===== src/rtl/alu_pkg.sv =====
// Shared definitions for the multi-cycle MIC ALU: ctrl bit positions, shift
// encoding, controller states and the named ctrl words.
package alu_pkg;

  localparam int CTRL_F0   = 5;
  localparam int CTRL_F1   = 4;
  localparam int CTRL_ENA  = 3;
  localparam int CTRL_ENB  = 2;
  localparam int CTRL_INVA = 1;
  localparam int CTRL_INC  = 0;

  localparam int SHIFT_SLL8 = 1;
  localparam int SHIFT_SRA1 = 0;

  typedef enum logic [1:0] {
    SH_NONE = 2'b00,
    SH_SRA1 = 2'b01,
    SH_SLL8 = 2'b10,
    SH_BOTH = 2'b11
  } shift_e;

  typedef enum logic [1:0] {
    ST_IDLE = 2'd0,
    ST_MUL  = 2'd1,
    ST_DONE = 2'd2
  } state_e;

  localparam logic [5:0] CTRL_A         = 6'h18;
  localparam logic [5:0] CTRL_B         = 6'h14;
  localparam logic [5:0] CTRL_NOTA      = 6'h1A;
  localparam logic [5:0] CTRL_NOTB      = 6'h2C;
  localparam logic [5:0] CTRL_APLUSB    = 6'h3C;
  localparam logic [5:0] CTRL_APLUSBINC = 6'h3D;
  localparam logic [5:0] CTRL_INCA      = 6'h39;
  localparam logic [5:0] CTRL_INCB      = 6'h35;
  localparam logic [5:0] CTRL_BMINUSA   = 6'h3F;
  localparam logic [5:0] CTRL_DECB      = 6'h36;
  localparam logic [5:0] CTRL_MINUSA    = 6'h3B;
  localparam logic [5:0] CTRL_AANDB     = 6'h0C;
  localparam logic [5:0] CTRL_AORB      = 6'h1C;
  localparam logic [5:0] CTRL_ZERO      = 6'h10;
  localparam logic [5:0] CTRL_ONE       = 6'h31;
  localparam logic [5:0] CTRL_MINUSONE  = 6'h32;

endpackage


===== src/rtl/alu_core.sv =====
// Combinational MIC-1 function unit followed by the SLL8/SRA1 shifter.
// The bypass input lets a precomputed value (the product) share the shifter.
module alu_core
  import alu_pkg::*;
#(
  parameter int WIDTH = 16
) (
  input  logic [WIDTH-1:0] a,
  input  logic [WIDTH-1:0] b,
  input  logic [5:0]       ctrl,
  input  logic [1:0]       shift,
  input  logic             bypass,
  input  logic [WIDTH-1:0] bypass_val,
  output logic [WIDTH-1:0] result,
  output logic             cout
);

  logic [WIDTH-1:0] aop;
  logic [WIDTH-1:0] bop;
  logic [WIDTH-1:0] fn;
  logic [WIDTH:0]   sum;

  always_comb begin
    aop = ctrl[CTRL_ENA] ? a : '0;
    bop = ctrl[CTRL_ENB] ? b : '0;
    if (ctrl[CTRL_INVA]) aop = ~aop;
    sum  = {1'b0, aop} + {1'b0, bop} + {{WIDTH{1'b0}}, ctrl[CTRL_INC]};
    fn   = '0;
    cout = 1'b0;
    case ({ctrl[CTRL_F0], ctrl[CTRL_F1]})
      2'b00:   fn = aop & bop;
      2'b01:   fn = aop | bop;
      2'b10:   fn = ~bop;
      default: begin
        fn   = sum[WIDTH-1:0];
        cout = sum[WIDTH];
      end
    endcase
    if (bypass) begin
      fn   = bypass_val;
      cout = 1'b0;
    end
    // Both shift bits set is a legal "no shift" encoding, same as neither.
    case (shift)
      SH_SLL8: result = {fn[WIDTH-9:0], 8'b0};
      SH_SRA1: result = {fn[WIDTH-1], fn[WIDTH-1:1]};
      default: result = fn;
    endcase
  end

endmodule


===== src/rtl/alu_mc.sv =====
// Multi-cycle MIC ALU: one command in flight, registered result and flags.
// Define ALU_MC_MUL_EN to add the iterative shift-add unsigned multiplier.
module alu_mc
  import alu_pkg::*;
#(
  parameter int WIDTH = 16
) (
  input  logic             clk,
  input  logic             rst_n,
  input  logic             in_valid,
  output logic             in_ready,
  input  logic [WIDTH-1:0] a,
  input  logic [WIDTH-1:0] b,
  input  logic [5:0]       ctrl,
  input  logic [1:0]       shift,
  input  logic             mul,
  output logic             out_valid,
  input  logic             out_ready,
  output logic [WIDTH-1:0] c,
  output logic             n,
  output logic             z,
  output logic             cout
);

  state_e           state;
  logic             accept;
  logic             load;
  logic             core_byp;
  logic [WIDTH-1:0] byp_val;
  logic [1:0]       core_shift;
  logic [WIDTH-1:0] core_res;
  logic             core_cout;
  logic             cout_d;

  assign in_ready  = (state == ST_IDLE);
  assign out_valid = (state == ST_DONE);
  assign accept    = in_ready && in_valid;

`ifdef ALU_MC_MUL_EN
  localparam int CW = $clog2(WIDTH);

  logic [CW-1:0]      cnt;
  logic [WIDTH-1:0]   mcand;
  logic [1:0]         shift_q;
  logic [2*WIDTH-1:0] prod;
  logic [2*WIDTH-1:0] prod_next;
  logic [WIDTH:0]     psum;
  logic               in_mul;
  logic               mul_last;

  assign in_mul   = (state == ST_MUL);
  assign mul_last = in_mul && (cnt == CW'(WIDTH - 1));

  // prod low half starts as the multiplier and drains LSB first while the
  // partial sum grows into the high half.
  assign psum      = {1'b0, prod[2*WIDTH-1:WIDTH]} + (prod[0] ? {1'b0, mcand} : '0);
  assign prod_next = {psum, prod[WIDTH-1:1]};

  assign core_byp   = in_mul;
  assign byp_val    = prod_next[WIDTH-1:0];
  assign core_shift = in_mul ? shift_q : shift;
  assign load       = (accept && !mul) || mul_last;
  assign cout_d     = in_mul ? (prod_next[2*WIDTH-1:WIDTH] != '0) : core_cout;

  always_ff @(posedge clk or negedge rst_n) begin
    if (!rst_n) begin
      cnt     <= '0;
      mcand   <= '0;
      shift_q <= '0;
      prod    <= '0;
    end else if (accept) begin
      cnt     <= '0;
      mcand   <= a;
      shift_q <= shift;
      prod    <= {{WIDTH{1'b0}}, b};
    end else if (in_mul) begin
      cnt  <= cnt + 1'b1;
      prod <= prod_next;
    end
  end
`else
  logic unused_mul;

  assign unused_mul = mul;
  assign core_byp   = 1'b0;
  assign byp_val    = '0;
  assign core_shift = shift;
  assign load       = accept;
  assign cout_d     = core_cout;
`endif

  alu_core #(
    .WIDTH(WIDTH)
  ) u_core (
    .a         (a),
    .b         (b),
    .ctrl      (ctrl),
    .shift     (core_shift),
    .bypass    (core_byp),
    .bypass_val(byp_val),
    .result    (core_res),
    .cout      (core_cout)
  );

  always_ff @(posedge clk or negedge rst_n) begin
    if (!rst_n) begin
      state <= ST_IDLE;
    end else begin
      case (state)
        ST_IDLE: begin
          if (in_valid) begin
`ifdef ALU_MC_MUL_EN
            state <= mul ? ST_MUL : ST_DONE;
`else
            state <= ST_DONE;
`endif
          end
        end
`ifdef ALU_MC_MUL_EN
        ST_MUL:  if (mul_last) state <= ST_DONE;
`endif
        ST_DONE: if (out_ready) state <= ST_IDLE;
        default: state <= ST_IDLE;
      endcase
    end
  end

  // Result and flags move only on the edge that enters DONE.
  always_ff @(posedge clk or negedge rst_n) begin
    if (!rst_n) begin
      c    <= '0;
      n    <= 1'b0;
      z    <= 1'b0;
      cout <= 1'b0;
    end else if (load) begin
      c    <= core_res;
      n    <= core_res[WIDTH-1];
      z    <= (core_res == '0);
      cout <= cout_d;
    end
  end

endmodule


===== config.mk =====
export PLATFORM = sky130hd
export DESIGN_NAME = alu_mc
export DESIGN_NICKNAME = d
export VERILOG_FILES = /design/src/rtl/alu_pkg.sv /design/src/rtl/alu_core.sv /design/src/rtl/alu_mc.sv
export SDC_FILE = /design/constraint.sdc
export NUM_CORES = 1
export LEC_CHECK = 0
export CAP_MARGIN = 20
export CORE_ASPECT_RATIO = 1.25
export CORE_UTILIZATION = 40
export DETAILED_ROUTE_END_ITERATION = 10
export DONT_BUFFER_PORTS = 1
export MAX_ROUTING_LAYER = met4
export PLACE_DENSITY_LB_ADDON = 0.3
export REMOVE_ABC_BUFFERS = 1
export SLEW_MARGIN = 5
export SYNTH_ARGS = -nofsm -noshare
export SYNTH_HDL_FRONTEND = slang
export SYNTH_SLANG_ARGS = --single-unit

===== constraint.sdc =====
create_clock -name clk -period 2.03 [get_ports clk]
set_input_delay 0.406 -clock clk [delete_from_list [all_inputs] [get_ports clk]]
set_output_delay 0.406 -clock clk [all_outputs]
set_load 0.01 [all_outputs]

# Word level (Yosys, flattened, before mapping)
# Index checks and enable logic that the tools add are counted.
dict set report totals {
  register_bits 21
  output_inout_bits 21
  word_cells 33
}
dict set report classes {
  add_sub_neg 2
  n_eq_ne 7
  muxes 9
  n_bitwise 4
  n_reduce_logical 6
}
# op n
set ops {}
lappend ops {{2-to-1 mux 16 bit} 3}
lappend ops {{one-hot mux 16 bit (3 select lines)} 1}
lappend ops {{inverter 16 bit} 2}
lappend ops {{one-hot mux 16 bit (2 select lines)} 1}
lappend ops {{adder 16 x 16 -> 17 bit} 1}
lappend ops {{adder 17 x 1 -> 17 bit} 1}
lappend ops {{AND 16 bit} 1}
lappend ops {{logical NOT 16 bit} 1}
lappend ops {{bitwise OR 16 bit} 1}
lappend ops {{equality test 2 bit (second input constant)} 3}
lappend ops {{equality test 2 x 1 -> 1 bit (second input constant)} 2}
lappend ops {{logical NOT 2 bit} 2}
lappend ops {{2-to-1 mux 2 bit} 2}
lappend ops {{one-hot mux 2 bit (2 select lines)} 1}
lappend ops {{OR reduction 3 bit} 1}
lappend ops {{inequality test 2 x 1 -> 1 bit (second input constant)} 1}
lappend ops {{inequality test 2 bit (second input constant)} 1}
lappend ops {{AND reduction 2 bit} 1}
lappend ops {{logical AND 1 bit} 1}
lappend ops {{2-to-1 mux 1 bit} 1}

# Logic depth before layout (Yosys ltp)
dict set report logic_depth {
  word_depth 8
  mapped_depth 16
  ltp_nobuf 14
}

# Hierarchy
# Synthesis repeated with hierarchy kept, for this count alone.
dict set report hier_totals {
  cells_unflattened 417
  hier_area_um2 3269.4
}
# module n_inst cells_per_inst area_each_um2 seq_area_each_um2
set by_module_without_submodules {}
lappend by_module_without_submodules {alu_core 1 367 2442.3 0.0}
lappend by_module_without_submodules {alu_mc 1 50 827.0 475.5}

# Least setup slack after synthesis
# Ideal clock, no wire load.
dict set report synth_path {
  kind {in2reg}
  startpoint {input ctrl[1]}
  endpoint {register z}
  setup_time_ns 0.103
  t_arrival_ns 4.121
  t_required_ns 1.927
  setup_slack_ns -2.194
  cell_stages 14
  path_buffers 2
  path_cell_list {clkbuf_1 clkbuf_1 xnor2_1 inv_1 ha_1 nor2b_1 o311a_2 o41ai_4 nor3_1 o211ai_1 a32o_1 or3b_1 or4b_1 o41ai_2}
}
dict set report synth_via {
  elab_chain_len 6
}
# item line_no
set synth_lines {}
lappend synth_lines {{start, declared} alu_mc.sv:14} ;# input logic [5:0] ctrl,
lappend synth_lines {{2-to-1 mux 16 bit (*)} alu_core.sv:26} ;# if (ctrl[CTRL_INVA]) aop = ~aop;
lappend synth_lines {{adder 16 x 16 -> 17 bit} alu_core.sv:27} ;# sum = {1'b0, aop} + {1'b0, bop} + {{WIDTH{1'b0}}, ctrl[CTRL_INC]};
lappend synth_lines {{adder 17 x 1 -> 17 bit} alu_core.sv:27}
lappend synth_lines {{one-hot mux 16 bit (3 select lines) (*)} alu_core.sv:30} ;# case ({ctrl[CTRL_F0], ctrl[CTRL_F1]})
lappend synth_lines {{one-hot mux 16 bit (2 select lines) (*)} alu_core.sv:44} ;# case (shift)
lappend synth_lines {{logical NOT 16 bit (*)} alu_mc.sv:138} ;# z <= (core_res == '0);
lappend synth_lines {{end signal, assigned} alu_mc.sv:138}
lappend synth_lines {{end, declared} alu_mc.sv:21} ;# output logic z,
# Mark *: on every way between the ends. The rest lies on a longest branch, timed or not.
# A chain may end at the register's enable or synchronous reset.

# Worst setup path in the final report
dict set report layout_path {
  startpoint {input ctrl[3]}
  endpoint {register z}
}
dict set report layout_via {
  elab_chain_len 8
}
# item line_no
set layout_lines {}
lappend layout_lines {{2-to-1 mux 16 bit (*)} alu_core.sv:24} ;# aop = ctrl[CTRL_ENA] ? a : '0;
lappend layout_lines {{inverter 16 bit} alu_core.sv:26}
lappend layout_lines {{2-to-1 mux 16 bit (*)} alu_core.sv:26}
lappend layout_lines {{adder 16 x 16 -> 17 bit} alu_core.sv:27}
lappend layout_lines {{adder 17 x 1 -> 17 bit} alu_core.sv:27}
lappend layout_lines {{one-hot mux 16 bit (3 select lines) (*)} alu_core.sv:30}
lappend layout_lines {{one-hot mux 16 bit (2 select lines) (*)} alu_core.sv:44}
lappend layout_lines {{logical NOT 16 bit (*)} alu_mc.sv:138}
# Marks and branches as above.

==> flow_summary.toml <==
[drt]
drc_errors = 0
wl_met2_um = 4800
drt-met1-wl_um = 3650
drt_iter0_markers = 75
routed.top_layer = "met4"
first_pass_iters = 4
viasPerCell = 5.40
wl_um = 8930
ant_nets = 0
routedWlPerCell_um = 14.7
dr_wl_met3_um = 289
vias = 3282

[clock_network]
cts.sinks = 19
clock-root-buffer = "clkbuf_8"
tritoncts = "built"
clk_pin_slew_ns = 0.07
htree_levels = 1
clk_latency_ns = 0.25
numCtsBuffers = 3
clockBufferDepth = 2

[sta]
finalCritPeriodShare_pct = 176
hold_ws_ns = 0.258
relSlewSlack_pct = 45.8
rsz0062_at_grt = "true"
fin_worst_skew_ns = 0.00186
setup_viol = 18
slew_violations = 0
finalHoldViolCount = 0
post-route-min-period_ns = 3.57
finalWorstSetupSlack_ns = -1.54
worstMarginPinSlew_ns = 0.811
fmax_mhz = 280

[placement]
place_worst_setup_slack_ns = -2.16
dp_hpwl_um = 6780
port_buffers = 0
place_congestion = 0.914

[pwr]
irDropWorstVdd_uv = 454
power-per-cell-area_nw_per_um2 = 515
leakagePower_nw = 2.15

[layout]
layout_commonest_cell = "buf_4"
synthToLayoutAreaGrowth_pct = 46.4
layout_common_cells = "buf_4, nand2_1, inv_1, ha_1, a21oi_1"
drive_above_1_share_pct = 37.6
final_util_pct = 61.4
finalNetCount = 600
diodes = 0

[worst_setup_path]
endpoint_kind = "register"
cpMostUsedCell = "fa_2"
path_max_fanout = 16
critPathMaxStageDelay_ns = 0.49
path_class = "in -> reg"
start_kind = "primary input"
cp_data_arrival_time_ns = 3.72
cp_slowest_cell = "or4b_1"
path_cells = "nand2_8 -> xnor2_4 -> inv_2 -> fa_2 -> fa_2 -> nor2b_4 -> o31ai_2 -> xnor2_1 -> mux4_2 -> or3_4 -> a2111oi_4 -> o21ai_1 -> or4b_1 -> o41ai_2"
required_ns = 2.18

[global_routing]
gr-total-overflow = 0
antenna_found_initial = 0
grt_usage_pct = 23.7
grt_pass1_vias = 3367
grt_start_max_net_pins = 42
grt_pass1_wl_um = 14700

[die]
initial_core_util_pct = 42.0
die_y_um = 98.5
dieWidth_um = 79.2
pin_count = 66
coreArea_um2 = 7100
die_area_um2 = 7800
fp-row-count = 34

[synthesis]
yosys_warnings = 0
syn_inst = 409
ys.flop_type = "dfrtp_1"
yosys.area.top_type_share_pct = 16.0
syn_area_per_cell_um2 = 7.29
synthesis.area_um2 = 2980
synth_area_leaders = "dfrtp_1, ha_1, nand2_1, xnor2_1, inv_1"
synthArstFlopShare_pct = 100
synth_seq_cells = 19
synth_edf_count = 0
synth.distinct_cells = 63
synth_area_leader_cell = "dfrtp_1"
yosysSeqAreaShare_pct = 16.0

[min_path]
hold_path_class = "in -> reg"

[status]
status = "finished, violations left"
violations = "setup timing"

[job]
maxCapViolCount = 0
## final cells by class
cell class / count / area, um2
Sequential cell: 19 / 475
Timing Repair Buffer: 129 / 1000
Fill cell: 621 / 2740
Inverter: 47 / 176
Tap cell: 90 / 113
Multi-Input combinational cell: 319 / 2550
Clock buffer: 4 / 45.0
## cell usage after synthesis, types with 4 or more instances
cell type,instances
nand2_1,71
clkbuf_1,13
inv_1,47
xor2_1,4
nor3_1,6
dfrtp_1,19
mux4_2,4
ha_1,34
a211oi_1,4
a21oi_1,28
o22ai_1,4
a22oi_1,9
o211ai_1,5
and2_1,6
nor2_1,20
buf_2,6
o21ai_0,31
xnor2_1,21
## layer usage
layer | up-vias | track usage (%)
li1 | 1629 | -
met1 | 1551 | 26.1
met2 | 84 | 44.1
met3 | 18 | 1.67
met4 | 0 | 7.83
met5 | - | -
## kinds of logic (layout without fill, tap and decap cells)
logic type / Yosys count / in the layout / synth area share [%]
compound gates: 115 / 115 / 25.8
xor+xnor: 25 / 25 / 7.35
fa+ha+maj: 36 / 36 / 15.6
buf+inv: 71 / 180 / 9.57
flops: 19 / 19 / 16.0
mux: 9 / 9 / 4.83
simple gates: 134 / 134 / 20.9
## registers in the layout, summed over array words and instances, names as in the netlist
register,count
state,1
c,16
z,1
cout,1
## power breakdown
part           switching (mW)  internal, mW  total [mW]  leakage (nW)
clock                   0.116         0.139       0.256        0.0228
combinational           0.662         0.756        1.42          1.88
sequential              0.106         0.469       0.575         0.242
## what timing repair did
action                     in CTS  in global routing
pin swaps                      29                 14
gates resized for setup        69                 17
setup buffers                   7                  5
hold buffers                    1                  0
hold endpoints to repair       19                  0
setup endpoints to repair      18                 18
## per-stage QoR
stage               setup TNS, ns  instances  cell area (um2)  power (mW)
finish                     -14.39        608             4360        2.25
global route               -16.19        608             4360        2.42
CTS                        -12.62        604             4260        2.17
detailed placement         -21.36        593             3870        1.74
global placement           -18.96        593             3870        1.71
floorplan                  -12.68        385             2870        1.22
## final timing paths
check	start	cells after the start	slack (ns)	endpoint
min reg2reg	c[7]	2	0.56	c[7]
max reg2reg	state[1]	7	-0.22	z
min in group asynchronous	rst_n	1	0.69	state[1]
max	ctrl[3]	14	-1.54	z
max in group asynchronous	rst_n	1	0.84	c[14]
min	out_ready	1	0.26	state[1]
## worst max-delay path: cells and delay by family
| kind | cells | cell delay (ns) |
|---|---|---|
| AOI/OAI and AO/OA | 4 | 0.69 |
| xor gates and xnor gates | 2 | 0.28 |
| adders and majority gates | 2 | 0.78 |
| buffers and inverters | 1 | 0.07 |
| muxes | 1 | 0.48 |
| and+or+nand+nor | 4 | 1.02 |
No activity file was read; power rests on OpenSTA's default activity.
==> variant 1 (same flow settings) <==
`WIDTH` is set to 16 in 2 places; all go to 32.
--- a/src/rtl/alu_core.sv
+++ b/src/rtl/alu_core.sv
@@ -5,3 +5,3 @@
 #(
-  parameter int WIDTH = 16
+  parameter int WIDTH = 32
 ) (
--- a/src/rtl/alu_mc.sv
+++ b/src/rtl/alu_mc.sv
@@ -5,3 +5,3 @@
 #(
-  parameter int WIDTH = 16
+  parameter int WIDTH = 32
 ) (
Interface: changed (resized a, b and c); port bits go from 66 to 114. No check against the original RTL was run, so the function may have changed too.
==> variant 1 against the unedited design <==
- the run still ends with negative setup slack left
- count of clock-buffer cells in the layout rose by 2
- clock power rose to 2.9 times the old value
- routed wire length rose to 2.5 times the old value
- final area rose by 110%
- first-iteration DRC count rose to 6.2 times the old value
- area after synthesis rose by 110%
- largest power group unchanged
- via count rose by 130%
- setup slack improved by 0.13 ns
- non-clock buffer count rose by 170
- sequential cell count rose by 16
- total power rose by 120%
==> variant 1: results (changes against the unedited design) <==
stage	metric	value	unit	change
run_status	outcome	complete, but fails checks		unchanged
run_status	failing checks	negative setup slack		unchanged
logic_synthesis	Post-Syn Instances	907		was 409
placement	detailed placement HPWL	17100	µm	was 6780 µm
critical_path	Critical Path Fanout Max	32		was 16
logic_synthesis	post-synthesis sequential element count	35		was 19
sta	Slew @ Worst Pin	0.522	ns	was 0.811 ns
finish	Layout Nets	1302		was 600
route	TritonRoute pass-1 iters	5		was 4
finish	multi-input combinational cell count	726		was 319
finish	fraction of area in registers	9.34	%	was 10.9%
sta	final setup fails	34		was 18
sta	final setup TNS	-29.08	ns	was -14.39 ns
logic_synthesis	Synth cell types	85		was 63
finish	multi-input combinational area share	58.1	%	was 58.5%
power_and_ir_drop	sw frac	40.8	%	was 39.4%
finish	max reg flops	32		was 16
logic_synthesis	mux share of post-synthesis cell area	3.95	%	was 4.83%
clock_network	Clock transition at path regs	0.05	ns	was 0.07 ns
finish	Signal buffers	299		was 129
finish	nonclk inv count	90		was 47
logic_synthesis	sequential fraction of the synthesis area	14.0	%	was 16.0%
logic_synthesis	Adder-Cell Fraction of Synth Area	13.9	%	was 15.6%
critical_path	crit-path max cell delay	0.40	ns	was 0.49 ns
power_and_ir_drop	Leak	4.59	nW	was 2.15 nW
logic_synthesis	post-synthesis compound-gate area fraction	30.8	%	was 25.8%
finish	Fill cells	1380		was 621
finish	Final clock-cell share	1.53	%	was 1.03%
grt	first-pass GRT wire length	35300	µm	was 14,700 µm
route	via count	7568		was 3,282
power_and_ir_drop	Max VDD drop	0.352	mV	was 0.454 mV
sta	PnR worst setup slack	-1.41	ns	was -1.54 ns
clock_network	clock root buffer	clkbuf_16		was clkbuf_8
sta	Worst Skew	0.00129	ns	was 0.00186 ns
route	wire per inst	16.4	µm	was 14.7 µm
power_and_ir_drop	Seq. pwr	1.10	mW	was 575 µW
finish	Non-clock buffer share	24.6	%	was 22.9%
finish	layout cells sized above 1	37.3	%	was 37.6%
placement	RD Place Congestion	0.952		was 0.914
route	initial DRC count	464		was 75
clock_network	total CTS buffers	5		was 3
-- variant 1: per-stage QoR --
| stage | cell area (µm²) | power [mW] | hold WS, ns |
|---|---|---|---|
| after CTS | 8940 | 4.71 | 0.219 |
| after global placement | 8280 | 3.68 | 0.111 |
| after detailed placement | 8280 | 3.72 | 0.111 |
| after floorplan | 6000 | 2.48 | 0.110 |
| final | 9370 | 4.93 | 0.222 |
| after global routing | 9370 | 5.25 | 0.242 |
-- variant 1: critical path: cells and delay by family --
| kind | cells | cell delay, ns |
|---|---|---|
| AO/OA/AOI/OAI | 7 | 1.34 |
| AND/OR/NAND/NOR | 3 | 0.61 |
| XOR/XNOR | 1 | 0.18 |
| adder cells (fa/ha/maj) | 2 | 0.76 |
| buffers and inverters | 3 | 0.35 |
-- variant 1: path summary, 6_finish.rpt --
kind	slack, ns	end	depth (start not counted)	start
min	0.22	state[1]$_DFFE_PN0P_	1	out_ready
max reg2reg	0.31	z$_DFFE_PN0P_	8	state[1]$_DFFE_PN0P_
max	-1.41	z$_DFFE_PN0P_	16	ctrl[1]
min in group asynchronous	0.57	c[29]$_DFFE_PN0P_	2	rst_n
min reg2reg	0.56	c[1]$_DFFE_PN0P_	2	c[1]$_DFFE_PN0P_
max in group asynchronous	1.28	c[5]$_DFFE_PN0P_	2	rst_n
-- variant 1: repair_timing --
action                                 CTS  global route
gates cloned                             0             0
hold buffers                             2             0
gates resized for setup                 89            64
setup buffers                           19            14
endpoints found under the hold margin   35             0
setup endpoints to repair               34            34
pin swaps                               33            30
-- variant 1: metal layers --
metal	vias up	track usage, %	part of all wire, %
li1	3712	-	-
met1	3555	29.4	39
met2	236	51.1	53
met3	65	3.37	4.0
met4	0	13.6	3.6
met5	-	-	0
==> variant 2 (config.mk and constraints unchanged) <==
Made on the original files. Encoding of `state_e`: now one-hot (3 bits for 3 states).
--- a/src/rtl/alu_pkg.sv
+++ b/src/rtl/alu_pkg.sv
@@ -21,6 +21,6 @@
 
-  typedef enum logic [1:0] {
-    ST_IDLE = 2'd0,
-    ST_MUL  = 2'd1,
-    ST_DONE = 2'd2
+  typedef enum logic [2:0] {
+    ST_IDLE = 3'b001,
+    ST_MUL  = 3'b010,
+    ST_DONE = 3'b100
   } state_e;
Check against the original RTL: no difference found for any inputs over 10 cycles, from zero or initial values and one cycle with rst_n low; not proved beyond that.
==> variant 2 against the unedited design <==
- the flow still finishes with violations (negative setup slack)
- sequential cell count increased by 1
- synthesized cell count increased by 3.7%
- total power increased by 6.5%
- final area decreased by 3.6%
- area after synthesis increased by 0.92%
- die area increased by 0.90%
- routed wire length increased by 2.8%
- setup slack improved by 0.62 ns
- largest cell class unchanged
- largest power group unchanged
==> variant 2: results (changes against the unedited design) <==
stage	metric	value	unit	change
run_status	outcome	complete, but fails checks		unchanged
run_status	failing checks	negative setup slack		unchanged
route	Metal-1 WL	3750	µm	was 3650 µm
sta	Slew @ Worst Pin	0.869	ns	was 0.811 ns
placement	Setup WS pre-CTS	-1.40	ns	was -2.16 ns
sta	WHS	0.335	ns	was 0.258 ns
finish	top flop regs	c x16, state x2		
finish	Inserted Diodes	0		unchanged
logic_synthesis	ys async rst share	100	%	unchanged
route	wire per inst	15.2	µm	was 14.7 µm
finish	Fill cells	707		was 621
placement	placed cell area	3770	µm²	was 3870 µm²
critical_path	crit-path max cell delay	0.41	ns	was 0.49 ns
logic_synthesis	top post-synthesis cells by area	dfrtp_1 16%, ha_1 14%, nand2_1 9.1%, inv_1 6.0%, xnor2_1 5.8%		was dfrtp_1 16%, ha_1 14%, nand2_1 8.9%, xnor2_1 6.2%, inv_1 5.9%
critical_path	R2R Setup Slk	0.15	ns	was -0.22 ns
logic_synthesis	Post-synth top cells	73 x nand2_1, 48 x inv_1, 34 x ha_1		was 71 x nand2_1, 47 x inv_1, 34 x ha_1
logic_synthesis	sequential fraction of the synthesis area	16.7	%	was 16.0%
logic_synthesis	Synth cell types	55		was 63
grt	vias in the first global route	3345		was 3,367
placement	RD Place Congestion	0.924		was 0.914
grt	GRT Overall Usage	24.3	%	was 23.7%
clock_network	Longest Clk Path Bufs	2		unchanged
sta	PnR worst setup slack	-0.911	ns	was -1.54 ns
finish	layout cells sized above 1	35.2	%	was 37.6%
route	metal2 WL	4910	µm	was 4800 µm
clock_network	clock latency on the worst-skew pair	0.25	ns	about the same
sta	final setup TNS	-10.11	ns	was -14.39 ns
critical_path	Critical Path Fanout Max	16		unchanged
route	initial DRC count	100		was 75
critical_path	Arr. time, crit path	3.09	ns	was 3.72 ns
route	vias per cell	5.51		was 5.40
route	wirelength, routed	9180	µm	was 8930 µm
route	TritonRoute pass-1 iters	4		unchanged
power_and_ir_drop	Max VDD drop	0.470	mV	was 0.454 mV
sta	final setup fails	18		unchanged
critical_path	Worst path slowest cell	fa_2		was or4b_1
route	met3 WL	230	µm	was 289 µm
power_and_ir_drop	Leak	2.04	nW	was 2.15 nW
sta	Worst Skew	0.00468	ns	was 0.00186 ns
route	Top Metal Used	met4		unchanged
placement	detailed placement HPWL	7360	µm	was 6780 µm
clock_network	Clock transition at path regs	0.07	ns	about the same
grt	first-pass GRT wire length	14900	µm	was 14,700 µm
logic_synthesis	Post-Syn Instances	424		was 409
finish	Layout Nets	594		was 600
variant 2: cell count changes after synthesis, sizes merged, moves of 5 or more:
cell and delta:
and2 -5, nand3 +6, clkbuf +7, buf -8, a211oi +5
variant 2: worst paths after layout:
check / from / depth (start not counted) / end
min: out_ready / 1 / state[2]$_DFFE_PN0P_
min in group asynchronous: rst_n / 1 / cout$_DFFE_PN0P_
max reg2reg: state[0]$_DFFE_PN1P_ / 7 / z$_DFFE_PN0P_
max in group asynchronous: rst_n / 1 / c[8]$_DFFE_PN0P_
min reg2reg: c[11]$_DFFE_PN0P_ / 2 / c[11]$_DFFE_PN0P_
max: ctrl[3] / 15 / z$_DFFE_PN0P_
variant 2: final cells by class:
cell class	instances	area [µm²]	area share [%]
inverter	48	180	4.28
tap	92	115	2.74
multi-input combinational	333	2540	60.4
timing repair buffer	107	825	19.6
clock buffer	4	45.0	1.07
sequential	20	502	11.9
variant 2: critical path, delay by kind of cell:
| family | cells | cell delay (ns) |
|---|---|---|
| xor gates and xnor gates | 1 | 0.16 |
| muxes | 1 | 0.31 |
| buffers and inverters | 2 | 0.19 |
| adders and majority gates | 2 | 0.81 |
| and+or+nand+nor | 4 | 0.49 |
| AOI/OAI and AO/OA | 5 | 0.71 |
variant 2: cell families (layout without fill, tap and decap cells):
family	Yosys count	after routing	synth area share [%]
multiplexers	7	7	3.33
XOR/XNOR	22	22	6.41
AO/OA/AOI/OAI	130	130	28.3
flip-flops	20	20	16.7
adder cells (fa/ha/maj)	36	36	15.5
buffers and inverters	71	159	9.07
AND/OR/NAND/NOR	138	138	20.7
variant 2: timing repair:
item | in CTS | in global routing
hold buffers | 1 | 0
setup endpoints to repair | 18 | 18
buffers inserted | 7 | 5
endpoints found under the hold margin | 20 | 0
pin swaps | 33 | 29
resized for setup | 59 | 33
cloned | 0 | 0
variant 2: where the power goes:
part           internal, mW  switching (mW)  total (mW)
Clock                 0.139           0.114       0.253
Combinational         0.700           0.708        1.41
Sequential            0.555           0.180       0.735
Total                  1.39            1.00        2.40
variant 2: layer usage:
metal  vias up  GRT usage [%]
met5         -              -
met4         0           8.39
met3        18           1.57
met2        68           45.5
met1      1594           26.4
li1       1646              -
